**config.mk**
```make
export PLATFORM = sky130hd
export DESIGN_NAME = mux2x32_arbiter_flat
export DESIGN_NICKNAME = d
export VERILOG_FILES = /design/src/rtl/mux2x32_arbiter_pkg.sv /design/src/rtl/mux2x32_arbiter_if.sv /design/src/rtl/mux2x32_arbiter_mux2x32d.sv /design/src/rtl/mux2x32_arbiter.sv /design/src/flat_wrapper.sv
export SDC_FILE = /design/constraint.sdc
export NUM_CORES = 1
export LEC_CHECK = 0
export CAP_MARGIN = 20
export CORE_UTILIZATION = 29
export CTS_BUF_LIST = sky130_fd_sc_hd__clkbuf_8 sky130_fd_sc_hd__clkbuf_16
export DETAILED_ROUTE_END_ITERATION = 7
export PLACE_DENSITY = 0.79
export SETUP_SLACK_MARGIN = 0.3
export SLEW_MARGIN = 30
export SYNTH_ARGS = -nofsm -noshare
export SYNTH_HDL_FRONTEND = slang
export SYNTH_SLANG_ARGS = --single-unit
export TNS_END_PERCENT = 30
```
**constraint.sdc**
```tcl
create_clock -name CLK -period 2.09 [get_ports CLK]
set_input_delay 0.418 -clock CLK [delete_from_list [all_inputs] [get_ports CLK]]
set_output_delay 0.418 -clock CLK [all_outputs]
set_load 0.02 [all_outputs]
```
**src/rtl/mux2x32_arbiter_pkg.sv**
```systemverilog
// ---------------------------------------------------------------------------
// mux2x32_arb_pkg
// Shared definitions for the two-requester round-robin arbiter that steers
// the MUX2X32D data path.
//   DATA_W       width of every data bus in the slice
//   DEF_TIMEOUT  default stall timeout, in cycles (legal range 1..255)
//   state_t      arbiter FSM states (IDLE / grant to 0 / grant to 1)
// ---------------------------------------------------------------------------
package mux2x32_arb_pkg;

  localparam int unsigned DATA_W      = 32;
  localparam int unsigned DEF_TIMEOUT = 16;
  localparam int unsigned CNT_W       = 8;

  typedef enum logic [1:0] {
    ST_IDLE = 2'd0,
    ST_G0   = 2'd1,
    ST_G1   = 2'd2
  } state_t;

endpackage

```
**src/rtl/mux2x32_arbiter_if.sv**
```systemverilog
// ---------------------------------------------------------------------------
// mux2x32_arbiter_if
// Bundles the two producer handshakes, the consumer handshake and the
// arbiter status outputs.
//   V0/D0/L0, V1/D1/L1  producer valid / data / last-beat (to arbiter)
//   R0, R1              producer ready (from arbiter)
//   Y/YV/YL             consumer data / valid / last (from arbiter)
//   YR                  consumer ready (to arbiter)
//   GNT                 one-hot current grant, 00 when idle
//   ERR                 one-cycle pulse when a stalled burst is revoked
// Modports:
//   master  the surrounding system (producers + consumer)
//   slave   the arbiter itself
// ---------------------------------------------------------------------------
interface mux2x32_arbiter_if;
  import mux2x32_arb_pkg::*;

  logic              V0;
  logic [DATA_W-1:0] D0;
  logic              L0;
  logic              R0;
  logic              V1;
  logic [DATA_W-1:0] D1;
  logic              L1;
  logic              R1;
  logic [DATA_W-1:0] Y;
  logic              YV;
  logic              YL;
  logic              YR;
  logic [1:0]        GNT;
  logic              ERR;

  modport master (
    output V0, D0, L0, V1, D1, L1, YR,
    input  R0, R1, Y, YV, YL, GNT, ERR
  );

  modport slave (
    input  V0, D0, L0, V1, D1, L1, YR,
    output R0, R1, Y, YV, YL, GNT, ERR
  );

endinterface

```
**src/rtl/mux2x32_arbiter_mux2x32d.sv**
```systemverilog
// ---------------------------------------------------------------------------
// MUX2X32D
// Plain 2:1 32-bit data multiplexer; the only path from producer data to
// the consumer, so it carries zero latency.
//   A0  data selected when S=0
//   A1  data selected when S=1
//   S   select
//   Y   selected data
// ---------------------------------------------------------------------------
module MUX2X32D
  import mux2x32_arb_pkg::*;
(
  input  logic [DATA_W-1:0] A0,
  input  logic [DATA_W-1:0] A1,
  input  logic              S,
  output logic [DATA_W-1:0] Y
);

  assign Y = S ? A1 : A0;

endmodule

```
**src/rtl/mux2x32_arbiter.sv**
```systemverilog
// ---------------------------------------------------------------------------
// mux2x32_arbiter
// Round-robin arbiter sharing one 32-bit consumer port between two
// valid/ready producers. A grant is held for a whole burst (terminated by a
// transferred beat with LAST set); a burst whose owner keeps valid low for
// TIMEOUT consecutive cycles is revoked and ERR pulses.
// Ports:
//   CLK   clock, all state on the rising edge
//   RST   synchronous active-high reset, overrides everything
//   bus   slave side of mux2x32_arbiter_if (handshakes, data, GNT, ERR)
// Parameter:
//   TIMEOUT  stall cycles before revoke, legal range 1..255
// ---------------------------------------------------------------------------
module mux2x32_arbiter
  import mux2x32_arb_pkg::*;
#(
  parameter int unsigned TIMEOUT = DEF_TIMEOUT
)
(
  input  logic              CLK,
  input  logic              RST,
  mux2x32_arbiter_if.slave  bus
);

  localparam logic [CNT_W-1:0] TO_LAST = CNT_W'(TIMEOUT - 1);

  state_t           r_state;
  state_t           w_state_nxt;
  logic             r_ptr;
  logic             w_ptr_nxt;
  logic [CNT_W-1:0] r_idlecnt;
  logic [CNT_W-1:0] w_idlecnt_nxt;
  logic [1:0]       r_gnt;
  logic             r_err;
  logic             w_err_nxt;

  // Index of the granted requester and its handshake, valid in G states.
  logic             w_gidx;
  logic             w_vn;
  logic             w_ln;
  logic             w_vo;
  logic             w_sel;

  assign w_gidx = (r_state == ST_G1);
  assign w_vn   = w_gidx ? bus.V1 : bus.V0;
  assign w_ln   = w_gidx ? bus.L1 : bus.L0;
  assign w_vo   = w_gidx ? bus.V0 : bus.V1;

  MUX2X32D u_mux (
    .A0 (bus.D0),
    .A1 (bus.D1),
    .S  (w_sel),
    .Y  (bus.Y)
  );

  always_ff @(posedge CLK) begin
    if (RST) begin
      r_state   <= ST_IDLE;
      r_ptr     <= 1'b0;
      r_idlecnt <= '0;
      r_gnt     <= '0;
      r_err     <= 1'b0;
    end else begin
      r_state   <= w_state_nxt;
      r_ptr     <= w_ptr_nxt;
      r_idlecnt <= w_idlecnt_nxt;
      r_gnt     <= {w_state_nxt == ST_G1, w_state_nxt == ST_G0};
      r_err     <= w_err_nxt;
    end
  end

  // Next state plus the combinational consumer/producer handshake. The idle
  // counter defaults to zero so every state change (entry) clears it; it only
  // survives while the owner stays granted with valid low.
  always_comb begin
    w_state_nxt   = r_state;
    w_ptr_nxt     = r_ptr;
    w_idlecnt_nxt = '0;
    w_err_nxt     = 1'b0;
    w_sel         = 1'b0;
    bus.YV        = 1'b0;
    bus.YL        = 1'b0;
    bus.R0        = 1'b0;
    bus.R1        = 1'b0;

    unique case (r_state)
      ST_IDLE: begin
        if (bus.V0 && bus.V1) begin
          w_state_nxt = r_ptr ? ST_G1 : ST_G0;
        end else if (bus.V0) begin
          w_state_nxt = ST_G0;
        end else if (bus.V1) begin
          w_state_nxt = ST_G1;
        end
      end

      ST_G0, ST_G1: begin
        w_sel  = w_gidx;
        bus.YV = w_vn;
        bus.YL = w_ln;
        bus.R0 = ~w_gidx & bus.YR;
        bus.R1 =  w_gidx & bus.YR;

        if (w_vn && bus.YR && w_ln) begin
          // Burst complete: favour the other side and hand over directly
          // if it is already waiting.
          w_ptr_nxt = ~w_gidx;
          if (w_vo) begin
            w_state_nxt = w_gidx ? ST_G0 : ST_G1;
          end else begin
            w_state_nxt = ST_IDLE;
          end
        end else if (!w_vn) begin
          if (r_idlecnt == TO_LAST) begin
            w_err_nxt   = 1'b1;
            w_ptr_nxt   = ~w_gidx;
            w_state_nxt = ST_IDLE;
          end else begin
            w_idlecnt_nxt = r_idlecnt + CNT_W'(1);
          end
        end
      end

      default: begin
        w_state_nxt = ST_IDLE;
      end
    endcase
  end

  assign bus.GNT = r_gnt;
  assign bus.ERR = r_err;

endmodule

```
**src/flat_wrapper.sv**
```systemverilog
// flat-port wrapper written by rule: the top's interface ports become plain ports
module mux2x32_arbiter_flat import mux2x32_arb_pkg::*;
#(
  parameter int unsigned TIMEOUT = DEF_TIMEOUT
)
  (CLK, RST, bus_V0, bus_D0, bus_L0, bus_V1, bus_D1, bus_L1, bus_YR, bus_R0, bus_R1, bus_Y, bus_YV, bus_YL, bus_GNT, bus_ERR);
  mux2x32_arbiter_if bus_i ();
  input  logic CLK;
  input  logic RST;
  input wire logic [$bits(bus_i.V0)-1:0] bus_V0;
  input wire logic [$bits(bus_i.D0)-1:0] bus_D0;
  input wire logic [$bits(bus_i.L0)-1:0] bus_L0;
  input wire logic [$bits(bus_i.V1)-1:0] bus_V1;
  input wire logic [$bits(bus_i.D1)-1:0] bus_D1;
  input wire logic [$bits(bus_i.L1)-1:0] bus_L1;
  input wire logic [$bits(bus_i.YR)-1:0] bus_YR;
  output wire logic [$bits(bus_i.R0)-1:0] bus_R0;
  output wire logic [$bits(bus_i.R1)-1:0] bus_R1;
  output wire logic [$bits(bus_i.Y)-1:0] bus_Y;
  output wire logic [$bits(bus_i.YV)-1:0] bus_YV;
  output wire logic [$bits(bus_i.YL)-1:0] bus_YL;
  output wire logic [$bits(bus_i.GNT)-1:0] bus_GNT;
  output wire logic [$bits(bus_i.ERR)-1:0] bus_ERR;
  assign bus_i.V0 = bus_V0;
  assign bus_i.D0 = bus_D0;
  assign bus_i.L0 = bus_L0;
  assign bus_i.V1 = bus_V1;
  assign bus_i.D1 = bus_D1;
  assign bus_i.L1 = bus_L1;
  assign bus_i.YR = bus_YR;
  assign bus_R0 = bus_i.R0;
  assign bus_R1 = bus_i.R1;
  assign bus_Y = bus_i.Y;
  assign bus_YV = bus_i.YV;
  assign bus_YL = bus_i.YL;
  assign bus_GNT = bus_i.GNT;
  assign bus_ERR = bus_i.ERR;
  mux2x32_arbiter #(.TIMEOUT(TIMEOUT)) u_core (.CLK(CLK), .RST(RST), .bus(bus_i));
endmodule
```
Yosys cells after proc, flatten, opt, wreduce, memory -nomap -nowiden
Index checks and enable logic that the tools add are counted.
{"block": "word_totals", "ff_bits": 14, "input_bits": 71, "out_inout_bits": 39, "wordCells": 48}
{"block": "classes", "n_bitwise": 4, "eq_ne": 6, "mux": 23, "reduce_logical": 9, "n_addsub": 1}
{"operator": "32-bit 2-to-1 mux", "n": 1}
{"operator": "2-bit 2-to-1 mux", "n": 9}
{"operator": "1-bit 2-to-1 mux", "n": 12}
{"operator": "8-bit by 1-bit adder with 8-bit output (second input constant)", "n": 1}
{"operator": "8-bit by 4-bit equality test with 1-bit output (second input constant)", "n": 1}
{"operator": "5-bit OR reduction", "n": 1}
{"operator": "2-bit by 1-bit equality test with 1-bit output (second input constant)", "n": 2}
{"operator": "2-bit equality test (second input constant)", "n": 2}
{"operator": "2-bit one-hot mux with 2 select lines", "n": 1}
{"operator": "4-bit OR reduction", "n": 1}
{"operator": "1-bit logical AND", "n": 3}
{"operator": "3-bit AND reduction", "n": 1}
{"operator": "1-bit bitwise AND", "n": 2}
{"operator": "2-bit logical NOT", "n": 1}
{"operator": "2-bit != test (second input constant)", "n": 1}
{"operator": "1-bit inverter", "n": 2}
{"operator": "2-bit nonzero test", "n": 1}
{"operator": "2-bit OR reduction", "n": 1}

Longest topological paths before layout
{"block": "depth", "depth_word": 7, "mapped_depth": 8, "ltp_nobuf": 7}

By module
A second synthesis with hierarchy kept.
{"block": "hier_totals", "hier_cells": 120, "area_unflattened_um2": 1290.0}
{"module": "mux2x32_arbiter", "area_each_um2": 745.7, "instances": 1, "seq_area_each_um2": 280.3, "cells_per_inst": 84}
{"module": "MUX2X32D", "area_each_um2": 544.3, "instances": 1, "seq_area_each_um2": 0.0, "cells_per_inst": 36}

Worst setup path after synthesis
OpenSTA, ideal clock, no wires.
{"block": "synth_path", "path_kind": "register to output", "startpoint": "register u_core.r_state[1]", "endpoint": "output bus_Y[10]", "t_required_ns": 1.672, "path_slack_ns": 0.183, "n_path_buf": 2, "stages_incl_launch_ff": 5, "arrival_ns": 1.489, "cell_sequence": "dfxtp_1 > ha_1 > clkbuf_1 > buf_1 > mux2_2"}
{"block": "synth_via", "elab_chain_len": 4, "word_cells_on_any_way": 5, "cone_classes": "2 x eq/ne; 2 x mux; 1 x reduce/logical"}
{"item": "start: declaration", "line_no": "mux2x32_arbiter.sv:27", "rtl": "state_t r_state;"}
{"item": "start signal: assignment", "line_no": "mux2x32_arbiter.sv:64", "rtl": "r_state <= w_state_nxt;"}
{"item": "2-bit by 1-bit equality test with 1-bit output or 2-bit equality test (tied branches)", "line_no": "mux2x32_arbiter.sv:86, mux2x32_arbiter.sv:44"}
{"item": "2-bit OR reduction", "line_no": "mux2x32_arbiter.sv:86", "rtl": "unique case (r_state)"}
{"item": "1-bit 2-to-1 mux (*)", "line_no": "mux2x32_arbiter.sv:86"}
{"item": "32-bit 2-to-1 mux (*)", "line_no": "mux2x32_arbiter_mux2x32d.sv:19", "rtl": "assign Y = S ? A1 : A0;"}
{"item": "end: declaration", "line_no": "flat_wrapper.sv:19", "rtl": "output wire logic [$bits(bus_i.Y)-1:0] bus_Y;"}
Mark *: on every way between the ends. The rest lies on a longest branch, timed or not.

Worst setup path in the final report
{"block": "layout_path", "startpoint": "register u_core.r_state[0]", "endpoint": "output bus_Y[12]"}
Same word-level chain as after synthesis.

==> out/metrics.cfg <==
[power]
max_vdd_drop_mv=0.429
switching_power_mw=0.404
power.sequential.fraction_pct=22.5
clkPwrFrac_pct=20.2
p_sw_share_pct=31.4
power_frac_comb_pct=57.3
power.leakage_nw=1.05
intPower_mw=0.882
power_density_nw_per_um2=492

[yosys]
asyncSetResetFlopFracSynth_pct=0
postSynthAreaPerCell_um2=9.36
synth_seq_area_share_pct=26.0
post-synth-top-count-cell=mux2_2
synth_area_leader_cell=mux2_2
mappedNetlistArea_um2=1080
synthesis.instances=115
synth_top_cells_by_count=mux2_2, dfxtp_1, nor2_1
synth_cell_types=29
yosys.area.top_type_share_pct=34.5
mappedNetlistNets=191
synth_area_leaders=mux2_2, dfxtp_1, ha_1
post_synth_edffs=0
yosysWarnings=0
synth_top_flop_cell=dfxtp_1
synth_seq_cells=14

[route]
ant_nets=0
drt_pass1_iterations=4
drt-wirelength-per-cell_um=16.7
initialDrtViolationCount=18
wl_mm=4.81
route.detailed.drc=0
vias=1381
viasPerCell=4.80

[grt]
grt_pass1_vias=1438
grt_overflow=0
grt_pass1_wl_mm=7.03
grt_antenna_before_repair=0
pin_count_of_the_biggest_net_entering_global_routing=9
track_usage_pct=22.7

[clocking]
ctsRootBufferMaster=clkbuf_8
cts.sink_count=14
postCtsHoldBufs=0
clock_slew_at_the_register_clock_pins_of_the_worst_setup_and_hold_paths_ps=60
cts_max_path_buffers=2
max_h_tree_level=1
cts_tree=yes
tritoncts.num_buffers=3
insertion_delay_ps=240

[critical_path]
worstSetupStartpointType=flip-flop
timing.critical_path.to_type=primary output
cp_data_required_time_ps=1670
r2r.worst_path.cells=8
worstPathArrival_ps=1590
crit_type=reg2out
path_max_fanout=8

[cells_and_area]
post-route-cell-area_um2=2610
layoutNonFillerInstCount=288
area_growth_syn_to_layout_pct=143
final_nets=319
antennaDiodeCount=0
seqCellArea_um2=285
layout_cells_sized_above_1_pct=43.4
filler_cell_count=229
area_taken_by_multi_input_logic_gates_um2=881

[floorplanning]
core_area_um2=3440
die_area_um2=3960
core.rowCount=21
fp.dieW_um=62.9
die_h_um=62.9
initial_core_util_pct=31.3
number_of_top_level_pins=110

[placement]
portBuffers=109
placedInstanceArea_um2=2290
gpl.final_weighted_congestion=0.785
numPlacedInstances=275
place.detailed.hpwl_mm=3.32

[sta]
fin_skew_ps=4.10
transition_time_of_the_tightest_slew_check_pin_ps=322
finalHoldViolations=0
finalCritPeriodShare_pct=96.0
finalSetupViolations=0
finalCriticalPeriod_ps=2010
number_of_max_slew_violations_in_the_final_report=0
slew-limit-headroom_pct=78.3
max_freq_mhz=498
rsz_0062_raised_after_global_routing=true

[flow_run]
drv_cap=0

[status]
status=completed

[min_path]
worst_hold_path.num_cells=1
hold_path.class=reg2reg

per-stage QoR:
step	hold WS [ps]	setup slack, ps	util (%)	TNS (ps)	power [mW]
after floorplan	413	190	-	0	0.560
after global placement	422	-127	66.4	-423	0.876
after detailed placement	443	-147	66.4	-2090	0.888
after CTS	451	87.0	72.2	0	1.22
after global routing	479	47.8	75.9	0	1.34
final	441	83.0	75.9	0	1.29
state kept, by name (all words and copies together) (netlist names):
| signal | flops |
|---|---|
| u_core.bus.GNT | 2 |
| u_core.r_ptr | 1 |
| u_core.r_state | 2 |
| u_core.bus.ERR | 1 |
| u_core.r_idlecnt | 8 |
worst max-delay path, cell delays in order (launching register included):
cell and delay [ps]:
dfxtp_2 350, inv_4 40, ha_4 150, buf_6 110, buf_12 120, buf_16 140
mux2_4 300, buf_6 130
what timing repair did:
action | in CTS | in global routing
pin swaps | 1 | 3
cloned | 3 | 0
endpoints found under the setup margin | 39 | 41
gates resized for setup | 196 | 28
buffers inserted | 6 | 0
final cells by class:
type	instances	share of cell area, %
multi-input cells	93	33.7
repair buffers	128	50.5
flip-flops and latches	14	10.9
clock buffers	4	2.11
inverters	3	0.527
well taps	46	2.20
power by group through the flow:
stage	sequential (mW)	clock, mW	combinational [mW]
floorplan	0.297	0	0.263
global placement	0.292	0	0.584
detailed placement	0.292	0	0.596
CTS	0.289	0.265	0.665
global route	0.290	0.278	0.774
finish	0.289	0.260	0.737
layer usage:
| layer | track usage, % | vias up | share of wire (%) |
|---|---|---|---|
| met1 | 22.4 | 644 | 36 |
| met5 | 0 | - | 0 |
| li1 | - | 666 | - |
| met2 | 45.2 | 65 | 55 |
| met3 | 6.57 | 6 | 7.5 |
| met4 | 5.23 | 0 | 1.6 |
cells by family (layout without fill, tap and decap cells):
logic type	Yosys count	in the layout	share of synthesized area (%)
AOI/OAI and AO/OA	9	9	5.12
xor gates and xnor gates	6	6	4.88
adders and majority gates	5	5	5.81
buffers and inverters	8	135	3.49
DFF	14	14	26.0
muxes	34	34	35.5
and+or+nand+nor	39	39	19.2
layout by cell type (no fill, tap or decap), drive strengths merged, types with 4 or more instances in the layout:
cell and instances:
clkdlybuf4s50 73, buf 53, mux2 33, dfxtp 14, nor2 13, nand2 6
ha 5, xnor2 4, clkbuf 4
final timing paths:
path         slack, ps                start             endpoint
max                 80    u_core.r_state[0]            bus_Y[12]
min                440  u_core.r_idlecnt[0]  u_core.r_idlecnt[0]
max reg2reg        260    u_core.r_state[0]         u_core.r_ptr
min reg2reg        440  u_core.r_idlecnt[0]  u_core.r_idlecnt[0]
Note: power is estimated with default switching activity, not from simulation.
